===== config.mk =====
export PLATFORM = sky130hd
export DESIGN_NAME = squelch_fsm
export DESIGN_NICKNAME = d
export VERILOG_FILES = /design/src/rtl/squelch_fsm.sv
export SDC_FILE = /design/constraint.sdc
export NUM_CORES = 1
export LEC_CHECK = 0
export BUFFER_PORTS_ARGS = -buffer_cell sky130_fd_sc_hd__buf_2
export CORE_MARGIN = 4
export CORE_UTILIZATION = 50
export CTS_BUF_LIST = sky130_fd_sc_hd__clkbuf_4
export DETAILED_ROUTE_END_ITERATION = 8
export PLACE_DENSITY = 0.7
export SLEW_MARGIN = 0
export SYNTH_ARGS = -nofsm -noshare
export SYNTH_HDL_FRONTEND = slang
export SYNTH_SLANG_ARGS = --single-unit

===== constraint.sdc =====
create_clock -name clk -period 2.5 [get_ports clk]
set_input_delay 0.25 -clock clk [delete_from_list [all_inputs] [get_ports clk]]
set_output_delay 0.25 -clock clk [all_outputs]
set_load 0.005 [all_outputs]

===== src/rtl/squelch_fsm.sv =====
// Hysteresis squelch: turns one-hot comparator flags into a debounced carrier gate
// using attack/release persistence counts. It also emits single-cycle open/close pulses.
module squelch_fsm #(
  parameter int ATTACK_CNT  = 3,
  parameter int RELEASE_CNT = 4
) (
  input  logic       clk,
  input  logic       rst,
  input  logic       valid,
  input  logic       less,
  input  logic       equal,
  input  logic       greater,
  output logic       carrier,
  output logic       rise_pulse,
  output logic       fall_pulse,
  output logic [1:0] state,
  output logic       flag_err
);

  typedef enum logic [1:0] {
    IDLE    = 2'b00,
    ATTACK  = 2'b01,
    ACTIVE  = 2'b10,
    RELEASE = 2'b11
  } state_t;

  localparam logic [3:0] ATK_TGT = 4'(ATTACK_CNT);
  localparam logic [3:0] REL_TGT = 4'(RELEASE_CNT);

  state_t     st;
  logic [3:0] cnt;
  logic [3:0] cnt_inc;
  logic       one_hot;
  logic       is_g;
  logic       is_l;

  // Anything that is not exactly one-hot is treated as Equal, which holds the run.
  assign one_hot = ({less, equal, greater} == 3'b001) ||
                   ({less, equal, greater} == 3'b010) ||
                   ({less, equal, greater} == 3'b100);
  assign is_g    = one_hot && greater;
  assign is_l    = one_hot && less;
  assign cnt_inc = (cnt == 4'hF) ? 4'hF : cnt + 4'd1;
  assign state   = st;

  // NOTE: sequential state uses non-blocking assignments so every register
  // samples the pre-edge values, independent of statement order.
  always_ff @(posedge clk or posedge rst) begin
    if (rst) begin
      st         <= IDLE;
      cnt        <= 4'd0;
      carrier    <= 1'b0;
      rise_pulse <= 1'b0;
      fall_pulse <= 1'b0;
      flag_err   <= 1'b0;
    end else begin
      rise_pulse <= 1'b0;
      fall_pulse <= 1'b0;
      flag_err   <= valid && !one_hot;
      if (valid) begin
        case (st)
          IDLE: begin
            if (is_g) begin
              if (ATK_TGT == 4'd1) begin
                st         <= ACTIVE;
                cnt        <= 4'd0;
                carrier    <= 1'b1;
                rise_pulse <= 1'b1;
              end else begin
                st  <= ATTACK;
                cnt <= 4'd1;
              end
            end else begin
              cnt <= 4'd0;
            end
          end
          ATTACK: begin
            if (is_g) begin
              if (cnt_inc == ATK_TGT) begin
                st         <= ACTIVE;
                cnt        <= 4'd0;
                carrier    <= 1'b1;
                rise_pulse <= 1'b1;
              end else begin
                cnt <= cnt_inc;
              end
            end else if (is_l) begin
              st  <= IDLE;
              cnt <= 4'd0;
            end
          end
          ACTIVE: begin
            if (is_l) begin
              if (REL_TGT == 4'd1) begin
                st         <= IDLE;
                cnt        <= 4'd0;
                carrier    <= 1'b0;
                fall_pulse <= 1'b1;
              end else begin
                st  <= RELEASE;
                cnt <= 4'd1;
              end
            end else begin
              cnt <= 4'd0;
            end
          end
          RELEASE: begin
            if (is_l) begin
              if (cnt_inc == REL_TGT) begin
                st         <= IDLE;
                cnt        <= 4'd0;
                carrier    <= 1'b0;
                fall_pulse <= 1'b1;
              end else begin
                cnt <= cnt_inc;
              end
            end else if (is_g) begin
              // Bounce back to open without announcing anything downstream.
              st  <= ACTIVE;
              cnt <= 4'd0;
            end
          end
          default: begin
            st  <= IDLE;
            cnt <= 4'd0;
          end
        endcase
      end
    end
  end

endmodule

---- Word-level counts from Yosys, hierarchy flattened ----
Cells that the tools add are included.
storage, ports and cells
  bits in registers ....................... 10
  input port bits ......................... 6
cells by class
  add/sub/neg operators ................... 1
  eq/ne operators ......................... 19
  multiplexer cells ....................... 32
  reductions and logical operators ........ 11
operators by type and width
  operator                                                               count
  4-bit two-way mux                                                      7
  2-bit two-way mux                                                      8
  4-bit case mux with 4 select lines                                     1
  1-bit two-way mux                                                      14
  2-bit inequality test, second input constant                           6
  3-bit inequality test, second input constant                           4
  2-bit case mux with 4 select lines                                     1
  7-bit AND reduction                                                    1
  6-bit AND reduction                                                    1
  4-bit by 1-bit adder with 4-bit output, second input constant          1
  2-bit equality test, second input constant                             2
  4-bit by 2-bit equality test with 1-bit output, second input constant  1
  4-bit by 3-bit equality test with 1-bit output, second input constant  1
  4-bit equality test, second input constant                             1
  3-bit by 1-bit equality test with 1-bit output, second input constant  1
  3-bit by 2-bit equality test with 1-bit output, second input constant  1
  3-bit equality test, second input constant                             1
  1-bit logical AND                                                      3
  3-bit AND reduction                                                    1
  2-bit by 1-bit equality test with 1-bit output, second input constant  1
  2-bit zero test                                                        1
  1-bit logical OR                                                       2
  1-bit case mux with 2 select lines                                     1
  2-bit nonzero test                                                     1
  1-bit zero test                                                        1

---- Logic depth before layout (Yosys ltp) ----
  word-level depth ........................ 7
  mapped depth ............................ 7

---- Least setup slack after synthesis ----
Ideal clock, no wire load.
  path kind ............................... reg2reg
  from .................................... reg cnt[0]
  to ...................................... reg cnt[2]
  library setup time ...................... 0.125 ns
  data arrival time ....................... 1.965 ns
  data required time ...................... 2.375 ns
  path slack .............................. 0.410 ns
  cell stages (with the launch flop) ...... 8
  buffers on the path ..................... 1
  period minus slack after synthesis ...... 2.090 ns
  path through ............................ dfrtp_1 > ha_1 > buf_2 > or4b_1 > a311oi_2 > nand2b_1 > a2111oi_2 > mux2_2
on the way
  longest elaborated chain between the ends .. 6
  elaborated cells on any way between the ends .. 10
  classes of those cells .................. 1 x add/sub; 3 x eq/ne; 6 x mux
RTL lines
  what                                                                                                              RTL line  RTL
  start, declared                                                                                                   31        logic [3:0] cnt;
  start signal, assigned                                                                                            85        cnt <= cnt_inc;
  start signal, assigned                                                                                            115       cnt <= cnt_inc;
  4-bit by 1-bit adder with 4-bit output or 4-bit equality test (tied branches)                                     43        assign cnt_inc = (cnt == 4'hF) ? 4'hF : cnt + 4'd1;
  4-bit two-way mux (*)                                                                                             43
  4-bit by 3-bit equality test with 1-bit output or 4-bit by 2-bit equality test with 1-bit output (tied branches)  109, 79
  4-bit two-way mux, on equally long branches                                                                       109, 79
  4-bit two-way mux, on equally long branches                                                                       108, 78
  4-bit case mux with 4 select lines (*)                                                                            61        case (st)
Mark *: on every way between the ends. The rest lies on a longest branch, timed or not.
A chain may end at the register's enable or synchronous reset.

---- Worst setup path in the final report ----
Ends and elaborated chain as after synthesis.

==> flow_metrics.env <==
export IMPL_via_count=623
export IMPL_worstMarginPinSlew_ns=0.624
export IMPL_root_buffer="clkbuf_4"
export IMPL_finalWirelength_um=1440
export IMPL_powerDensity_nw_per_um2=752
export IMPL_synthMuxAreaShare=0.0315
export IMPL_synth_simple_gate_area_frac=0.282
export IMPL_postCtsHoldBufs=1
export IMPL_drv_slew=0
export IMPL_startpoint_type="flip-flop"
export IMPL_ys_ff_latch=10
export IMPL_netlist_area_um2=714
export IMPL_final_cells=104
export IMPL_worstSetupEndpointType="flip-flop"
export IMPL_die_h_um=45.8
export IMPL_postRouteAntennaNets=0
export IMPL_syn_inst=77
export IMPL_final_setup_viol_count=0
export IMPL_dieArea_um2=2100
export IMPL_synth_compound_area_frac=0.210
export IMPL_period_needed_ns=2.21
export IMPL_yosys_area_top_type="dfrtp_1"
export IMPL_max_freq_ghz=0.453
export IMPL_cts_setup_buffers=0
export IMPL_overflow=0
export IMPL_synth_area_leaders="dfrtp_1, a21oi_1, xnor2_1"
export IMPL_slew_headroom=0.583
export IMPL_drc_errors=0
export IMPL_yosysTopAreaCellShare=0.350
export IMPL_cts_htree_levels=1
export IMPL_setup_tns_ns=0
export IMPL_die_x_um=45.8
export IMPL_cts_resized=0
export IMPL_cts_inserted_buffers=3
export IMPL_cp_required_ns=2.65
export IMPL_min_path_type="primary input to flip-flop"
export IMPL_numPortBuffers=11
export IMPL_drt_iter0_drc=13
export IMPL_avgSynthCellArea_um2=9.28
export IMPL_ir_drop_mv=0.346
export IMPL_first_global_vias=616
export IMPL_fp_coreArea_um2=1320
export IMPL_drv_cap=0
export IMPL_rows=13
export IMPL_dp_cells=99
export IMPL_status="finished clean"
export IMPL_syn_nets=84
export IMPL_insertedDiodeCount=0
export IMPL_globalplace_congestion=0.784
export IMPL_place_hpwl_um=1160
export IMPL_ys_warn_count=0
export IMPL_clock_latency_ns=0.26
export IMPL_synth_cell_type_count=36
export IMPL_grt_max_degree=13
export IMPL_wire_per_inst_um=13.8
export IMPL_clk_pin_slew_worst_paths_ns=0.07
export IMPL_layout_commonest_cell="buf_2"
export IMPL_worstPathArrival_ns=2.36
export IMPL_p_leak_nw=0.336
export IMPL_rsz0062_at_grt="false"
export IMPL_layout_common_cells="buf_2, dfrtp_1, a21oi_1, nor2_1, inv_1"
export IMPL_nets=97
export IMPL_yosys_area_share_xor_xnor=0.0368
export IMPL_grt_pass1_wl_um=2530
export IMPL_critPathKind="flip-flop to flip-flop"
export IMPL_dr_pass1_iters=4
export IMPL_syn_to_final_growth_pct=12.4
export IMPL_synthAdderAreaFrac=0.0175
export IMPL_report_final_hold_viol_count=0
export IMPL_pin_count=12
export IMPL_synth_top_family_by_area="simple AND/OR/NAND/NOR gates"
export IMPL_critPathMaxFanout=9
export IMPL_start_util=0.542
export IMPL_layout_drive_gt1_share=0.270
export IMPL_grt_use_total=0.165
export IMPL_finalClockSkew_ns=0.00353
export IMPL_viasPerCell=5.99
export IMPL_antenna_found_initial=0
export IMPL_fin_crit_sh=0.883
export IMPL_ys_seq_area_frac=0.350
export IMPL_cts_tree="built"
export IMPL_cts_sinks=10
export IMPL_clk_path_buf_depth=2
[cell usage after synthesis (all sizes together)]
cell     instances
a2111oi          2
a21o             1
a21oi            7
a221oi           2
a22o             1
a311oi           1
a31oi            1
and3             3
buf              3
clkbuf           2
dfrtp           10
ha               1
inv              6
mux2             2
nand2            1
nand2b           3
nand3            2
nand3b           2
nand4            2
nand4b           2
nor2             6
nor2b            1
nor3             3
nor3b            2
o21a             1
o21ai            2
o2bb2ai          1
o32ai            1
or3b             2
or4b             1
xnor2            3
[state kept, by name, indices dropped and copies added (netlist names)]
name,count
rise_pulse,1
state,2
cnt,4
flag_err,1
carrier,1
fall_pulse,1
[path summary, 6_finish.rpt]
kind / from / end / slack [ns] / cells after the start
setup / recovery: cnt[0] / cnt[2] / 0.29 / 6
hold / removal: valid / fall_pulse / 0.30 / 2
setup reg to reg: cnt[0] / cnt[2] / 0.29 / 6
hold reg to reg: cnt[1] / cnt[1] / 0.59 / 1
max in group asynchronous: rst / state[0] / 1.72 / 3
min in group asynchronous: rst / cnt[1] / 0.50 / 3
[final cells by class]
class                           instances  area (µm²)
Inverter                                6        22.5
Sequential cell                        10         250
Timing Repair Buffer                   13        72.6
Multi-Input combinational cell         56         413
Clock inverter                          1        3.75
Fill cell                             120         514
Tap cell                               15        18.8
Clock buffer                            3        22.5
[critical path, cell delays in order, from the launching register on]
cell	delay (ns)
dfrtp_1	0.42
ha_1	0.31
or4b_1	0.56
a311oi_2	0.27
nand2b_1	0.20
a2111oi_2	0.08
mux2_2	0.26
[routing by layer]
layer  vias up  part of all wire  global-route usage
met4         0                 0              0.0511
met5         -                 0                   0
met3         0             0.026              0.0356
met1       310              0.45               0.190
li1        308                 -                   -
met2         5              0.52               0.298
[power breakdown]
| part | switching [mW] | internal [mW] |
|---|---|---|
| clock | 0.0598 | 0.0576 |
| sequential | 0.0605 | 0.194 |
| combinational | 0.117 | 0.115 |
| total | 0.238 | 0.366 |
[kinds of logic (layout without fill, tap and decap cells)]
group           count (synthesis)  after routing
simple gates                   30             30
flops                          10             10
xor+xnor                        3              3
buf+inv                        11             23
fa+ha+maj                       1              1
mux                             2              2
compound gates                 20             20
[through the flow]
step / utilization / power [mW] / instance area (µm²) / setup slack [ns] / hold WS (ns)
after detailed placement: 0.582 / 0.488 / 767 / 0.303 / 0.252
final: 0.610 / 0.604 / 803 / 0.291 / 0.303
after CTS: 0.610 / 0.606 / 803 / 0.295 / 0.302
after global routing: 0.610 / 0.649 / 803 / 0.173 / 0.307
after global placement: 0.582 / 0.488 / 767 / 0.384 / 0.238
after floorplan: - / 0.411 / 714 / 0.410 / 0.0902
Note: power is estimated with default switching activity, not from simulation.
